==> config.mk <==
export PLATFORM = sky130hd
export DESIGN_NAME = pulse_decoder
export DESIGN_NICKNAME = d
export VERILOG_FILES = /design/src/rtl/pulse_decoder.sv
export SDC_FILE = /design/constraint.sdc
export NUM_CORES = 1
export LEC_CHECK = 0
export BUFFER_PORTS_ARGS = -buffer_cell sky130_fd_sc_hd__buf_2
export CAP_MARGIN = 20
export CELL_PAD_IN_SITES_DETAIL_PLACEMENT = 1
export CELL_PAD_IN_SITES_GLOBAL_PLACEMENT = 1
export CORE_ASPECT_RATIO = 0.75
export CORE_MARGIN = 1
export CORE_UTILIZATION = 51
export CTS_BUF_LIST = sky130_fd_sc_hd__clkbuf_4
export DETAILED_ROUTE_END_ITERATION = 12
export GPL_TIMING_DRIVEN = 0
export PLACE_DENSITY = 0.84
export SYNTH_ARGS = -nofsm -noshare
export SYNTH_HDL_FRONTEND = slang
export SYNTH_SLANG_ARGS = --single-unit
==> constraint.sdc <==
create_clock -name clk -period 5.4 [get_ports clk]
set_input_delay 1.08 -clock clk [delete_from_list [all_inputs] [get_ports clk]]
set_output_delay 1.08 -clock clk [all_outputs]
set_load 0.05 [all_outputs]
==> src/rtl/pulse_decoder.sv <==
// Measures a burst on an asynchronous pulse line and classifies it as
// single, double or error, reporting with a one-cycle done strobe.
module pulse_decoder #(
    parameter int W       = 8,
    parameter int GAP_MAX = 8
) (
    input  logic         clk,
    input  logic         rst_n,
    input  logic         sig_in,
    output logic         done,
    output logic [1:0]   kind,
    output logic [W-1:0] width1,
    output logic [W-1:0] gap,
    output logic [W-1:0] width2
);

    typedef enum logic [2:0] {
        IDLE,
        HIGH1,
        LOW1,
        HIGH2,
        TAIL,
        ERR_WAIT
    } state_t;

    localparam logic [1:0]   KIND_SINGLE = 2'b01;
    localparam logic [1:0]   KIND_DOUBLE = 2'b10;
    localparam logic [1:0]   KIND_ERROR  = 2'b11;
    localparam logic [W-1:0] CNT_MAX     = '1;
    localparam logic [W-1:0] CNT_ONE     = W'(1);
    localparam logic [W:0]   GAP_LIM     = (W+1)'(GAP_MAX);

    logic [1:0]   sync_reg;
    logic         sig_s;
    state_t       state_reg;
    logic [W-1:0] cnt_reg;
    logic [W-1:0] w1_lat_reg;
    logic [W-1:0] gap_lat_reg;
    logic [W-1:0] w2_lat_reg;
    logic [W:0]   cnt_inc;
    logic         gap_hit;

    assign sig_s   = sync_reg[1];
    // One extra bit so the GAP_MAX compare cannot wrap at cnt == 2^W-1.
    assign cnt_inc = {1'b0, cnt_reg} + 1'b1;
    assign gap_hit = (cnt_inc == GAP_LIM);

    always_ff @(posedge clk or negedge rst_n) begin
        if (!rst_n) begin
            sync_reg <= 2'b00;
        end else begin
            sync_reg <= {sync_reg[0], sig_in};
        end
    end

    always_ff @(posedge clk or negedge rst_n) begin
        if (!rst_n) begin
            state_reg   <= IDLE;
            cnt_reg     <= '0;
            w1_lat_reg  <= '0;
            gap_lat_reg <= '0;
            w2_lat_reg  <= '0;
            done        <= 1'b0;
            kind        <= 2'b00;
            width1      <= '0;
            gap         <= '0;
            width2      <= '0;
        end else begin
            done <= 1'b0;
            case (state_reg)
                IDLE: begin
                    if (sig_s) begin
                        state_reg   <= HIGH1;
                        cnt_reg     <= CNT_ONE;
                        w1_lat_reg  <= '0;
                        gap_lat_reg <= '0;
                        w2_lat_reg  <= '0;
                    end
                end
                HIGH1: begin
                    if (sig_s) begin
                        if (cnt_reg == CNT_MAX) begin
                            done      <= 1'b1;
                            kind      <= KIND_ERROR;
                            width1    <= w1_lat_reg;
                            gap       <= gap_lat_reg;
                            width2    <= w2_lat_reg;
                            state_reg <= ERR_WAIT;
                            cnt_reg   <= '0;
                        end else begin
                            cnt_reg <= cnt_reg + 1'b1;
                        end
                    end else begin
                        w1_lat_reg <= cnt_reg;
                        state_reg  <= LOW1;
                        cnt_reg    <= CNT_ONE;
                    end
                end
                LOW1: begin
                    if (sig_s) begin
                        gap_lat_reg <= cnt_reg;
                        state_reg   <= HIGH2;
                        cnt_reg     <= CNT_ONE;
                    end else if (gap_hit) begin
                        done      <= 1'b1;
                        kind      <= KIND_SINGLE;
                        width1    <= w1_lat_reg;
                        gap       <= '0;
                        width2    <= '0;
                        state_reg <= IDLE;
                        cnt_reg   <= '0;
                    end else begin
                        cnt_reg <= cnt_reg + 1'b1;
                    end
                end
                HIGH2: begin
                    if (sig_s) begin
                        if (cnt_reg == CNT_MAX) begin
                            done      <= 1'b1;
                            kind      <= KIND_ERROR;
                            width1    <= w1_lat_reg;
                            gap       <= gap_lat_reg;
                            width2    <= w2_lat_reg;
                            state_reg <= ERR_WAIT;
                            cnt_reg   <= '0;
                        end else begin
                            cnt_reg <= cnt_reg + 1'b1;
                        end
                    end else begin
                        w2_lat_reg <= cnt_reg;
                        state_reg  <= TAIL;
                        cnt_reg    <= CNT_ONE;
                    end
                end
                TAIL: begin
                    if (sig_s) begin
                        done      <= 1'b1;
                        kind      <= KIND_ERROR;
                        width1    <= w1_lat_reg;
                        gap       <= gap_lat_reg;
                        width2    <= w2_lat_reg;
                        state_reg <= ERR_WAIT;
                        cnt_reg   <= '0;
                    end else if (gap_hit) begin
                        done      <= 1'b1;
                        kind      <= KIND_DOUBLE;
                        width1    <= w1_lat_reg;
                        gap       <= gap_lat_reg;
                        width2    <= w2_lat_reg;
                        state_reg <= IDLE;
                        cnt_reg   <= '0;
                    end else begin
                        cnt_reg <= cnt_reg + 1'b1;
                    end
                end
                ERR_WAIT: begin
                    // Any high sample restarts the quiet-time count.
                    if (sig_s) begin
                        cnt_reg <= '0;
                    end else if (gap_hit) begin
                        state_reg <= IDLE;
                        cnt_reg   <= '0;
                    end else begin
                        cnt_reg <= cnt_reg + 1'b1;
                    end
                end
                default: begin
                    state_reg <= IDLE;
                    cnt_reg   <= '0;
                end
            endcase
        end
    end

endmodule
======== Word-level counts from Yosys, hierarchy flattened ========
Cells that the tools add are included.
word-level totals
  bits of input ports ..................... 3
  register bits after elaboration ......... 64
  word-level logic and storage cells ...... 96
  ROM bits ................................ 0
  memories kept ........................... 0
  RAM bits ................................ 0
  latch bits .............................. 0
  output and inout port bits .............. 27
operators by class
  add/subtract/negate cells ............... 2
  bitwise gates (word level) .............. 0
  multiply operators ...................... 0
  shift-type cells ........................ 0
  divide/modulo/power cells ............... 0
  equality and inequality tests ........... 17
  reduce and logical (&&, ||, !) cells .... 13
  multiplexer cells ....................... 53
  $lt $le $gt $ge ......................... 0
operator list
  operator             count
  $mux 8               24
  $pmux 8 s3           3
  $pmux 8 s2           3
  $pmux 8 s4           1
  $mux 3               8
  $pmux 3 s6           1
  $ne 2x2->1 const B   7
  $mux 2               6
  $add 8x1->9 const B  1
  $eq 9x4->1 const B   1
  $reduce_and 3->1     3
  $add 8x1->8 const B  1
  $eq 8x8->1 const B   1
  $eq 3x2->1 const B   2
  $eq 3x3->1 const B   2
  $pmux 2 s3           1
  $reduce_and 6->1     1
  $reduce_bool 2->1    3
  $mux 1               5
  $ne 2x1->1 const B   2
  $reduce_and 4->1     1
  $reduce_or 2->1      2
  $eq 3x1->1 const B   1
  $logic_not 3->1      1
  other kinds (4)      4

======== Longest topological paths before layout ========
  depth in word-level cells ............... 5
  gate-level depth with buffers ........... 8
  depth with buffers taken out ............ 6

======== Worst setup path after synthesis ========
Ideal clock, no wire load.
  kind .................................... register -> register
  from .................................... reg cnt_reg[1]
  to ...................................... reg width1[5]
  buffers on the path ..................... 2
  slack ................................... 3,406 ps
  required time ........................... 5,275 ps
  setup time .............................. 125 ps
  stages on the path, launching flop included .. 9
  period minus slack after synthesis ...... 1,994 ps
  arrival ................................. 1,869 ps
  path through ............................ dfrtp_1 > ha_1 > nand2_1 > nor4_4 > nand2_4 > o31a_1 > buf_6 > buf_6 > mux2_4
between the ends
  cells in the longest elaborated chain, start to end .. 5
  elaborated cells between the ends (all ways) .. 9
  those cells by class .................... 1 x add/sub; 3 x eq/ne; 4 x mux; 1 x reduce/logical
RTL lines
  element                           RTL line  text
  start, declared                   36        logic [W-1:0] cnt_reg;
  start signal, assigned            91        cnt_reg <= cnt_reg + 1'b1;
  start signal, assigned            113       cnt_reg <= cnt_reg + 1'b1;
  start signal, assigned            127       cnt_reg <= cnt_reg + 1'b1;
  $add 8x1->9                       45        assign cnt_inc = {1'b0, cnt_reg} + 1'b1;
  $eq 9x4->1                        46        assign gap_hit = (cnt_inc == GAP_LIM);
  $mux 8                            --
  $mux 8, on equally long branches  --
  $pmux 8 s3                        --
  end signal, assigned              85        width1 <= w1_lat_reg;
  end signal, assigned              107       width1 <= w1_lat_reg;
  end signal, assigned              121       width1 <= w1_lat_reg;
  end, declared                     12        output logic [W-1:0] width1,
Several ways; a longest one is shown, not always the timed one. The select of a mux whose other input is x is not followed.
A chain may end at the register's enable or synchronous reset.

======== Final worst setup path ========
Ends and elaborated chain as after synthesis.

==> flow_metrics.tcl <==
set metrics [dict create \
    status "complete, no violations" \
    whs_ns 0.358 \
    crit_required_ns 5.70 \
    cts_max_path_buffers 2 \
    cts-root-buf "clkbuf_4" \
    timing.setup.tns_ns 0 \
    critPathBufInv 2 \
    die_y_um 67.5 \
    cp_max_fo 10 \
    rsz0062_at_grt "no" \
    firstDrtPassIters 4 \
    timing.hold.worst_endpoint "sync_reg[1]$_DFF_PN0_" \
    fin_util_pct 61.9 \
    synthDominantCellAreaShare_pct 54.9 \
    synthArstFlopShare_pct 100 \
    max_stage_delay_ns 0.54 \
    tritoncts.num_buffers 9 \
    track_usage_pct 27.7 \
    synth-edff-count 0 \
    grt_pass1_wl_um 12000 \
    critPathArrivalTime_ns 2.69 \
    path_delay_family "flip-flops" \
    cp_cell_sequence "ha_1 > nand3_1 > nor4_1 > o21ai_1 > o31a_1 > buf_6 > buf_6 > mux2_4" \
    cts.clk_slew.worst_paths_ns 0.11 \
    r2r_end "width1[5]$_DFFE_PN0P_" \
    gr-total-overflow 0 \
    cts.sinks 64 \
    grtUsageMet2_pct 44.6 \
    slew_violations 0 \
    gp_congestion 0.865 \
    dieArea_mm2 0.00603 \
    yosysWarningCount 0 \
    maxCapViolCount 0 \
    route.vias.total 2361 \
    grt-busiest-layer "met2" \
    initial_core_util_pct 53.6 \
    relSlewSlack_pct 28.8 \
    top_level_ports 30 \
    yosysMostFrequentCell "dfrtp_1" \
    p_leak_uw 0.00158 \
    hold_class "reg -> reg" \
    ctsResizeCount 0 \
    layout.nets 326 \
    grt_pass1_vias 2417 \
    synth_top_area_cell "dfrtp_1" \
    drt_iter0_drc 107 \
    antenna_found_initial 0 \
    tritoncts "done" \
    critPathLaunchType "flop" \
    finalSetupViolCount 0 \
    viasPerCell 5.87 \
    hold_depth 0 \
    clock_latency_ns 0.41 \
    h-tree-depth 3 \
    synthCells 281 \
    finalCritPeriodShare_pct 44.4 \
    grtUsageMet1_pct 35.6 \
    synth_fp_nets 285 \
    r2r_cells 8 \
    hold_start "sync_reg[0]$_DFF_PN0_" \
    synthFlopType "dfrtp_1" \
    die_x_um 89.3 \
    rows 23 \
    min_period_ns 2.40 \
    ys_ff_latch 64 \
    drc 0 \
    ir_drop_v 0.000192 \
    syn_avg_cell_area_um2 10.4 \
    crit_type "reg -> reg" \
    drt_wl_total_um 7400 \
    dpl.hpwl_um 5080 \
    antennaDiodeCount 0 \
    rrSetupSlack_ns 3.00 \
    core_area_mm2 0.00544 \
    post_drt_wl_per_cell_um 18.4 \
    synth_area_leaders "dfrtp_1 (55%), nand2_1 (6.2%), o21ai_0 (5.0%)" \
    cp_slowest_cell "dfrtp_1" \
    drtAntennaViolNets 0 \
    cts_hold_buf 0 \
    ys_types 47 \
    fin_skew_ns 0.0142 \
    post_cts_buffers 0 \
    grt_use_met3_pct 7.58 \
    area_growth_pct 15.3 \
    ys_seq_area_share_pct 54.9 \
    crit_path_frequent_cell "buf_6" \
    cellPowerDensity_mw_per_mm2 374 \
    worst_slew_pin_slew_ns 1.06 \
    synthTopCellsByCount "dfrtp_1 (64), nand2_1 (48), o21ai_0 (29)" \
    worst_setup_path_end_kind "flop" \
    fmax_mhz 417 \
    io_buffers 29 \
    drive_gt1_share_pct 22.0 \
    syn-cell-area_mm2 0.00292 \
    r2r-start "cnt_reg[1]$_DFFE_PN0P_" \
    hold_viol 0 \
    nFillCells 609 \
    grt_max_degree 37 \
]
area by class of cell:
type | instances | area [µm²] | share of cell area, %
Tap cell | 75 | 93.8 | 2.79
Buffer | 23 | 130 | 3.87
Timing Repair Buffer | 30 | 165 | 4.91
Inverter | 2 | 7.51 | 0.223
Clock inverter | 7 | 120 | 3.57
Clock buffer | 9 | 67.6 | 2.01
Multi-Input combinational cell | 192 | 1180 | 35.0
Sequential cell | 64 | 1600 | 47.6
worst max-delay path by stage:
stage | start | to | slack (ns) | cells past startpoint
4_1_cts | cnt_reg[1]$_DFFE_PN0P_ | width1[5]$_DFFE_PN0P_ | 3.04 | 8
6_report | cnt_reg[1]$_DFFE_PN0P_ | width1[5]$_DFFE_PN0P_ | 3.00 | 8
3_3_place_gp | rst_n | w1_lat_reg[0]$_DFFE_PN0P_ | 3.04 | 1
2_1_floorplan | cnt_reg[1]$_DFFE_PN0P_ | width1[5]$_DFFE_PN0P_ | 3.41 | 8
3_5_place_dp | cnt_reg[1]$_DFFE_PN0P_ | width1[5]$_DFFE_PN0P_ | 3.08 | 8
5_1_grt | cnt_reg[1]$_DFFE_PN0P_ | gap[0]$_DFFE_PN0P_ | 2.92 | 8
cells by family after synthesis:
| group | after synthesis | synth area share (%) |
|---|---|---|
| compound gates | 89 | 20.1 |
| fa+ha+maj | 1 | 0.429 |
| buf+inv | 25 | 4.72 |
| xor+xnor | 3 | 0.901 |
| flops | 64 | 54.9 |
| simple gates | 89 | 14.4 |
| mux | 10 | 4.63 |
power by group:
part	switching [µW]	internal (µW)
clock network	179	235
registers	38.0	537
logic	198	70.1
metrics by stage:
stage / instance area (µm²) / cells / power [µW] / worst slack [ns]
after global placement: 3160 / 385 / 839 / 3.04
after CTS: 3360 / 402 / 1270 / 3.04
final: 3360 / 402 / 1260 / 3.00
after global routing: 3360 / 402 / 1310 / 2.92
after detailed placement: 3180 / 386 / 852 / 3.08
after floorplan: 2920 / 281 / 775 / 3.41
layer usage:
metal	up-vias	wire length (µm)
met3	17	287
met5	-	0
met4	0	184
met1	1195	3400
met2	58	3530
li1	1091	-
cell usage in the layout (no fill, tap or decap), drive strengths merged, types with 2 or more instances in the layout:
master and n:
a22oi 10, nor4 2, a21oi 13, mux2 9, a22o 16, nand2b 3
bufinv 3, inv 2, xor2 2, o211ai 2, nand2 49, buf 43
clkinv 4, clkbuf 19, dfrtp 64, o21ai 30, nand3 3, o31ai 2
nand4 2, nor3 3, nor2 18, o22ai 9, or3 2
(Power assumes the default switching activity.)
